`src/rtl/io_config_dispatch.sv`:
```
// Single-entry IO command dispatcher: latches one core command, drives the addressed
// config cell's handshake, and returns load responses (or zero on timeout/invalid cell).
module io_config_dispatch #(
    parameter int DATABITWIDTH   = 16,
    parameter int CELLCOUNT      = 4,
    parameter int CELLWINDOWBITS = 1,
    parameter int TIMEOUTCYCLES  = 255
) (
    input  logic                              sys_clk,
    input  logic                              sync_rst,
    input  logic                              clk_en,
    input  logic                              CmdACK,
    output logic                              CmdREQ,
    input  logic                              CmdLoadEn,
    input  logic [3:0]                        CmdMinorOpcode,
    input  logic [DATABITWIDTH-1:0]           CmdAddr,
    input  logic [15:0]                       CmdData,
    input  logic [3:0]                        CmdRegDest,
    output logic [CELLCOUNT-1:0]              CellConfigACK,
    input  logic [CELLCOUNT-1:0]              CellConfigREQ,
    output logic                              LoadEn,
    output logic [3:0]                        MinorOpcodeOut,
    output logic [DATABITWIDTH-1:0]           DataAddrOffsetOut,
    output logic [15:0]                       ConfigWordOut,
    output logic [3:0]                        ConfigRegDestOut,
    input  logic [CELLCOUNT-1:0]              CellResponseACK,
    output logic [CELLCOUNT-1:0]              CellResponseREQ,
    input  logic [4*CELLCOUNT-1:0]            CellResponseRegDest,
    input  logic [DATABITWIDTH*CELLCOUNT-1:0] CellResponseData,
    output logic                              WritebackACK,
    input  logic                              WritebackREQ,
    output logic [3:0]                        WritebackRegDest,
    output logic [DATABITWIDTH-1:0]           WritebackData,
    output logic                              TimeoutErr
);

    localparam int IDXBITS = (CELLCOUNT > 1) ? $clog2(CELLCOUNT) : 1;
    localparam logic [DATABITWIDTH-1:0] OFFSET_MASK =
        DATABITWIDTH'((64'(1) << CELLWINDOWBITS) - 64'(1));
    localparam logic [7:0] TIMEOUT_LAST = 8'(TIMEOUTCYCLES - 1);

    typedef enum logic [1:0] {
        IDLE,
        ISSUE,
        WB
    } state_t;

    state_t                  state_q, state_d;
    logic                    load_en_q, load_en_d;
    logic [3:0]              minor_q, minor_d;
    logic [DATABITWIDTH-1:0] offset_q, offset_d;
    logic [15:0]             data_q, data_d;
    logic [3:0]              reg_dest_q, reg_dest_d;
    logic [IDXBITS-1:0]      idx_q, idx_d;
    logic [DATABITWIDTH-1:0] resp_data_q, resp_data_d;
    logic [3:0]              resp_dest_q, resp_dest_d;
    logic [7:0]              count_q, count_d;
    logic                    timeout_err_q, timeout_err_d;

    logic [IDXBITS-1:0]      cmd_idx;
    logic                    cmd_idx_valid;
    logic [CELLCOUNT-1:0]    sel_oh;
    logic                    complete;
    logic                    resp_fire;
    logic                    timeout_hit;

    always_comb begin
        sel_oh = '0;
        for (int i = 0; i < CELLCOUNT; i++) begin
            if (idx_q == IDXBITS'(i)) begin
                sel_oh[i] = 1'b1;
            end
        end
    end

    assign cmd_idx       = CmdAddr[CELLWINDOWBITS +: IDXBITS];
    assign cmd_idx_valid = 32'(cmd_idx) < CELLCOUNT;
    assign complete      = |(sel_oh & CellConfigREQ);
    assign resp_fire     = load_en_q && |(sel_oh & CellResponseACK);
    assign timeout_hit   = (TIMEOUTCYCLES != 0) && (count_q == TIMEOUT_LAST);

    always_comb begin
        state_d       = state_q;
        load_en_d     = load_en_q;
        minor_d       = minor_q;
        offset_d      = offset_q;
        data_d        = data_q;
        reg_dest_d    = reg_dest_q;
        idx_d         = idx_q;
        resp_data_d   = resp_data_q;
        resp_dest_d   = resp_dest_q;
        count_d       = count_q;
        timeout_err_d = timeout_err_q;

        if (clk_en) begin
            case (state_q)
                IDLE: begin
                    if (CmdACK) begin
                        load_en_d  = CmdLoadEn;
                        minor_d    = CmdMinorOpcode;
                        offset_d   = CmdAddr & OFFSET_MASK;
                        data_d     = CmdData;
                        reg_dest_d = CmdRegDest;
                        idx_d      = cmd_idx;
                        count_d    = '0;
                        if (cmd_idx_valid) begin
                            state_d = ISSUE;
                        end else if (CmdLoadEn) begin
                            state_d     = WB;
                            resp_data_d = '0;
                            resp_dest_d = CmdRegDest;
                        end
                    end
                end
                ISSUE: begin
                    if (resp_fire) begin
                        for (int i = 0; i < CELLCOUNT; i++) begin
                            if (sel_oh[i]) begin
                                resp_data_d = CellResponseData[DATABITWIDTH*i +: DATABITWIDTH];
                                resp_dest_d = CellResponseRegDest[4*i +: 4];
                            end
                        end
                    end
                    // Completion takes priority over a timeout landing in the same cycle.
                    if (complete) begin
                        state_d = load_en_q ? WB : IDLE;
                    end else if (timeout_hit) begin
                        timeout_err_d = 1'b1;
                        if (load_en_q) begin
                            state_d     = WB;
                            resp_data_d = '0;
                            resp_dest_d = reg_dest_q;
                        end else begin
                            state_d = IDLE;
                        end
                    end else begin
                        count_d = count_q + 8'd1;
                    end
                end
                WB: begin
                    if (WritebackREQ) begin
                        state_d = IDLE;
                    end
                end
                default: state_d = IDLE;
            endcase
        end
    end

    always_ff @(posedge sys_clk) begin
        if (sync_rst) begin
            state_q       <= IDLE;
            load_en_q     <= 1'b0;
            minor_q       <= '0;
            offset_q      <= '0;
            data_q        <= '0;
            reg_dest_q    <= '0;
            idx_q         <= '0;
            resp_data_q   <= '0;
            resp_dest_q   <= '0;
            count_q       <= '0;
            timeout_err_q <= 1'b0;
        end else begin
            state_q       <= state_d;
            load_en_q     <= load_en_d;
            minor_q       <= minor_d;
            offset_q      <= offset_d;
            data_q        <= data_d;
            reg_dest_q    <= reg_dest_d;
            idx_q         <= idx_d;
            resp_data_q   <= resp_data_d;
            resp_dest_q   <= resp_dest_d;
            count_q       <= count_d;
            timeout_err_q <= timeout_err_d;
        end
    end

    assign CmdREQ            = clk_en && (state_q == IDLE);
    assign CellConfigACK     = (clk_en && state_q == ISSUE) ? sel_oh : '0;
    assign CellResponseREQ   = (clk_en && state_q == ISSUE && load_en_q) ? sel_oh : '0;
    assign WritebackACK      = clk_en && (state_q == WB);
    assign LoadEn            = load_en_q;
    assign MinorOpcodeOut    = minor_q;
    assign DataAddrOffsetOut = offset_q;
    assign ConfigWordOut     = data_q;
    assign ConfigRegDestOut  = reg_dest_q;
    assign WritebackData     = resp_data_q;
    assign WritebackRegDest  = resp_dest_q;
    assign TimeoutErr        = timeout_err_q;

endmodule

```
`config.mk`:
```
export PLATFORM = sky130hd
export DESIGN_NAME = io_config_dispatch
export DESIGN_NICKNAME = d
export VERILOG_FILES = /design/src/rtl/io_config_dispatch.sv
export SDC_FILE = /design/constraint.sdc
export NUM_CORES = 1
export LEC_CHECK = 0
export ABC_AREA = 1
export CAP_MARGIN = 5
export CORE_MARGIN = 2
export CORE_UTILIZATION = 34
export CTS_BUF_LIST = sky130_fd_sc_hd__clkbuf_16
export DETAILED_ROUTE_END_ITERATION = 7
export GPL_TIMING_DRIVEN = 0
export MAX_ROUTING_LAYER = met4
export PLACE_DENSITY = 0.8
export SYNTH_ARGS = -nofsm -noshare
export SYNTH_HDL_FRONTEND = slang
export SYNTH_SLANG_ARGS = --single-unit
```
`constraint.sdc`:
```
create_clock -name sys_clk -period 1.5 [get_ports sys_clk]
set_input_delay 0.375 -clock sys_clk [delete_from_list [all_inputs] [get_ports sys_clk]]
set_output_delay 0.375 -clock sys_clk [all_outputs]
set_load 0.1 [all_outputs]
```
# Yosys cells after proc, flatten, opt, wreduce, memory -nomap -nowiden
# Cells that the tools add are included.
totals:
  register_bits: 59
  inputBits: 134
  out_inout_bits: 72
  word_cells: 73
classes:
  n_addsub: 1
  n_eq_ne: 11
  n_mux: 32
  n_bitwise: 3
  reduce_logical: 15
op_table:
  columns: ["operator", "count"]
  rows:
  - ["two-way mux 16 bit", 8]
  - ["two-way mux 4 bit", 10]
  - ["two-way mux 8 bit", 3]
  - ["one-hot mux 8 bit (2 select lines)", 1]
  - ["two-way mux 2 bit", 5]
  - ["adder 8 x 1 -> 8 bit, second input constant", 1]
  - ["AND 4 bit", 2]
  - ["equality test 8 bit, second input constant", 1]
  - ["inequality test 2 bit, second input constant", 4]
  - ["AND reduction 4 bit", 2]
  - ["OR reduction 4 bit", 2]
  - ["equality test 2 bit, second input constant", 3]
  - ["one-hot mux 2 bit (3 select lines)", 1]
  - ["logical AND 1 bit", 5]
  - ["AND reduction 5 bit", 1]
  - ["equality test 2 x 1 -> 1 bit, second input constant", 2]
  - ["zero test 2 bit", 2]
  - ["two-way mux 1 bit", 4]
  - ["inequality test 3 bit, second input constant", 1]
  - ["AND reduction 3 bit", 1]
  - ["AND reduction 2 bit", 1]
  - ["nonzero test 2 bit", 1]
  - ["inverter 1 bit", 1]

# Logic depth before layout (Yosys ltp)
depth:
  depth_word: 10
  mapped_depth: 12
  ltp_nobuf: 10

# Worst setup path before layout
# No wires, ideal clock.
synth_path:
  path_kind: "register -> output"
  start: "register load_en_q (netlist: LoadEn)"
  end: "output CellResponseREQ[0]"
  arrival_time_ns: 2.607
  required_time_ns: 1.125
  path_slack_ns: -1.482
  stages_incl_launch_ff: 3
  path_buffers: 0
  cell_sequence: "dfxtp_1 nand2_1 nor2_1"
synth_via:
  elab_chain_len: 2
synth_lines:
  columns: ["item", "line", "text"]
  rows:
  - ["from (decl)", "49", "logic load_en_q, load_en_d;"]
  - ["from (signal assigned)", "165", "load_en_q <= load_en_d;"]
  - ["logical AND 1 bit", "180", "assign CellResponseREQ = (clk_en && state_q == ISSUE && load_en_q) ? sel_oh : '0;"]
  - ["two-way mux 4 bit", "180", null]
  - ["to (decl)", "27", "output logic [CELLCOUNT-1:0] CellResponseREQ,"]
# No other way between the ends.

# Worst setup path after layout
layout_path:
  start: "register idx_q[1]"
  end: "output CellResponseREQ[0]"
layout_via:
  elab_chain_len: 3
layout_lines:
  columns: ["item", "line", "text"]
  rows:
  - ["from (decl)", "54", "logic [IDXBITS-1:0] idx_q, idx_d;"]
  - ["from (signal assigned)", "170", "idx_q <= idx_d;"]
  - ["zero test 2 bit", "70", "if (idx_q == IDXBITS'(i)) begin"]
  - ["two-way mux 1 bit", "70", null]
  - ["two-way mux 4 bit", "180", null]
# No other way between the ends.

==> out/results.txt <==
root buf cell - clkbuf_16
initial antenna violation count - 0
drt drc - 0
core box area - 9330 um^2
sequential share of the synthesized area - 0.359
DRT Pass-1 Iters - 5
CP Data Required Time - 1120 ps
Layout Cells excl Fill - 877
Setup CP Type - reg2out
largest net degree at the start of global routing - 14
status - complete, but fails checks
register area - 1210 um^2
fmax - 0.556 GHz
diode count - 0
final hold vios - 0
total routed wirelength - 14800 um
Max-slew headroom - 0.498
Post-Syn Instances - 506
CP Max Fanout - 10
largest stage delay on the critical path - 310 ps
vias in the first global route - 4287
placer congestion estimate - 0.828
fillcell total - 710
share of post-route cells with drive strength above 1 - 0.369
NetSw - 2.19 mW
post-synthesis sequential element count - 59
Max-cap violations - 0
switch share - 0.384
commonest non-fill, non-tap cells in the layout - clkdlybuf4s50_1 (119), nand2_1 (107), nor2_1 (77)
footprint of the multi-input gates - 2290 um^2
Peak VDD IR - 0.000624 V
Max Transition Viols Final - 0
Clock Power Share - 0.348
htree depth - 3
area of the die - 10500 um^2
clock skew - 7.23 ps
hold buffer count at CTS - 0
nets - 879
final setup vio count - 57
CTS tree - done
CP endpoint kind - output port
All-Layer GR Usage - 0.261
syn avg cell area - 6.50 um^2
setup_tns - -8320 ps
CP Cell Sequence - buf_6 -> nor2_4 -> clkbuf_8 -> inv_6 -> nor2_4 -> buf_12
IO Pins - 206
die span in x - 102 um
clk sinks - 59
Worst Path Buf+Inv - 4
hpwl dp - 9480 um
Avg WL per Cell - 16.8 um
CTS Buf Count - 9
clk slew on worst S/H paths - 60 ps
number of vias in the routed layout - 4501
type of origin of the critical path - register
synthesized area - 3290 um^2
library cells used by synthesis - 30
commonest non-fill, non-tap cell in the layout - clkdlybuf4s50_1
violated checks - setup timing
Flop pwr share - 0.296
hold_sp - WritebackData[7]
total grt overflow - 0
Worst-Margin Slew - 753 ps
initial core utilization - 0.353
RSZ-0062 raised after global routing - true
Crit path top cell by count - nor2_4
initial drt markers - 287
worst skew pair latency - 330 ps
worst setup margin - -299 ps
CTS max path bufs - 2
Critical R2R Capture - WritebackData[15]
vias per cell - 5.13
part of the cycle the worst path needs - 1.20
row count - 35
RR Startpoint - idx_q[1]
Gate power share - 0.356
Cells on Worst Hold Path - 2
power density cells - 892 nW/um^2
Pleak - 2.71 nW
Syn. warnings - 0
delay-heaviest family, CP - buffers and inverters
Layout area overhead - 94.5%
Placed Cells - 826
P_int - 3.52 mW
HP Class - reg2reg
slowest CP cell - dfxtp_2
worst path arrival time - 1420 ps
first-pass GRT wire length - 20600 um
r2r setup slk - -220 ps
Tmin final - 1800 ps
antenna-violating nets left - 0
Worst Reg-to-Reg Cells - 11
die extent in y - 102 um
worst hold endpoint - WritebackData[7]
I/O Buffers - 177
worst register-to-register path, cell delays in order (launching register included):
cell and delay [ps]:
dfxtp_2 320, buf_6 140, inv_2 80, nand3_1 190
nand2_4 100, nor2_4 190, nand2_4 110, nand2_4 90
nand2_4 80, buf_6 150, nand2_2 70, a21oi_2 60
per-layer routing:
metal / global-route usage / up-vias / part of all wire
li1: - / 2096 / -
met1: 0.294 / 2083 / 0.39
met2: 0.449 / 245 / 0.49
met3: 0.0561 / 77 / 0.076
met4: 0.107 / 0 / 0.040
met5: - / - / 0
cells by family (layout without fill, tap and decap cells):
| kind of cell | Yosys count | in the layout | share of synthesized area |
|---|---|---|---|
| AOI/OAI and AO/OA | 92 | 92 | 0.148 |
| other | 1 | 15 | 0.00114 |
| DFF | 59 | 59 | 0.359 |
| adders and majority gates | 2 | 2 | 0.00761 |
| buffers and inverters | 61 | 289 | 0.0981 |
| xor gates and xnor gates | 5 | 5 | 0.0133 |
| and+or+nand+nor | 286 | 286 | 0.373 |
flip-flops by register name (all words and copies together) (netlist names), 2 cells and up, named ones only:
| name | count |
|---|---|
| state_q | 2 |
| count_q | 8 |
| WritebackData | 16 |
| ConfigWordOut | 16 |
| MinorOpcodeOut | 4 |
| ConfigRegDestOut | 4 |
| idx_q | 2 |
how the worst max path moves through the flow:
stage | slack (ps) | cells past startpoint | to | startpoint
finish | -300 | 6 | CellResponseREQ[0] | idx_q[1]
global route | -340 | 6 | CellConfigACK[2] | clk_en
detailed placement | -1480 | 6 | CellResponseREQ[0] | clk_en
CTS | -300 | 6 | CellResponseREQ[0] | state_q[1]
global placement | -1430 | 6 | CellResponseREQ[0] | clk_en
floorplan | -150 | 7 | LoadEn | state_q[0]
synth_stat cells:
master / n / share of area
a21oi_1: 37 / 0.056
a21oi_2: 1 / 0.0027
a31oi_1: 1 / 0.0019
buf_2: 6 / 0.0091
buf_4: 21 / 0.048
buf_6: 1 / 0.0034
clkbuf_1: 11 / 0.013
conb_1: 1 / 0.0011
dfxtp_1: 59 / 0.36
ha_1: 2 / 0.0076
inv_1: 18 / 0.021
inv_2: 4 / 0.0046
nand2_1: 137 / 0.16
nand2_2: 3 / 0.0057
nand2_4: 2 / 0.0068
nand3_1: 23 / 0.035
nand3b_1: 1 / 0.0023
nand4_1: 15 / 0.029
nor2_1: 90 / 0.10
nor2_2: 4 / 0.0076
nor2_4: 3 / 0.010
nor3_1: 2 / 0.0030
nor3_4: 1 / 0.0049
o211ai_1: 6 / 0.014
o21a_1: 1 / 0.0023
o21ai_0: 44 / 0.067
o21ai_1: 1 / 0.0015
o221ai_1: 1 / 0.0027
or2_2: 5 / 0.0095
xor2_1: 5 / 0.013
power by group through the flow:
stage	registers, mW	logic, mW	clock network (mW)
after floorplan	2.15	0.746	0
after global placement	1.72	1.73	0
after detailed placement	1.73	1.75	0
after CTS	1.69	1.85	1.99
after global routing	1.70	2.12	2.06
final	1.69	2.03	1.99
cell type report:
class / instances / share of cell area
clock inverter: 7 / 0.00860
inverter: 22 / 0.0168
sequential: 59 / 0.189
multi-input combinational: 400 / 0.357
buffer: 38 / 0.0546
tap: 129 / 0.0252
timing repair buffer: 213 / 0.313
clock buffer: 9 / 0.0352
through the flow:
| step | total power, mW | worst slack, ps | area (um^2) | utilization | hold slack [ps] |
|---|---|---|---|---|---|
| after global routing | 5.89 | -343 | 6400 | 0.686 | 476 |
| after global placement | 3.45 | -1430 | 5500 | 0.590 | 449 |
| after CTS | 5.53 | -296 | 6050 | 0.649 | 463 |
| final | 5.71 | -299 | 6400 | 0.686 | 463 |
| after floorplan | 2.89 | -146 | 3570 | - | 450 |
| after detailed placement | 3.48 | -1480 | 5500 | 0.590 | 455 |
repair_timing:
| item | CTS | global route |
|---|---|---|
| cloned | 2 | 0 |
| setup buffers | 21 | 14 |
| endpoints found under the setup margin | 90 | 73 |
| pin swaps | 23 | 13 |
| resized for setup | 400 | 85 |
(Power assumes the default switching activity.)
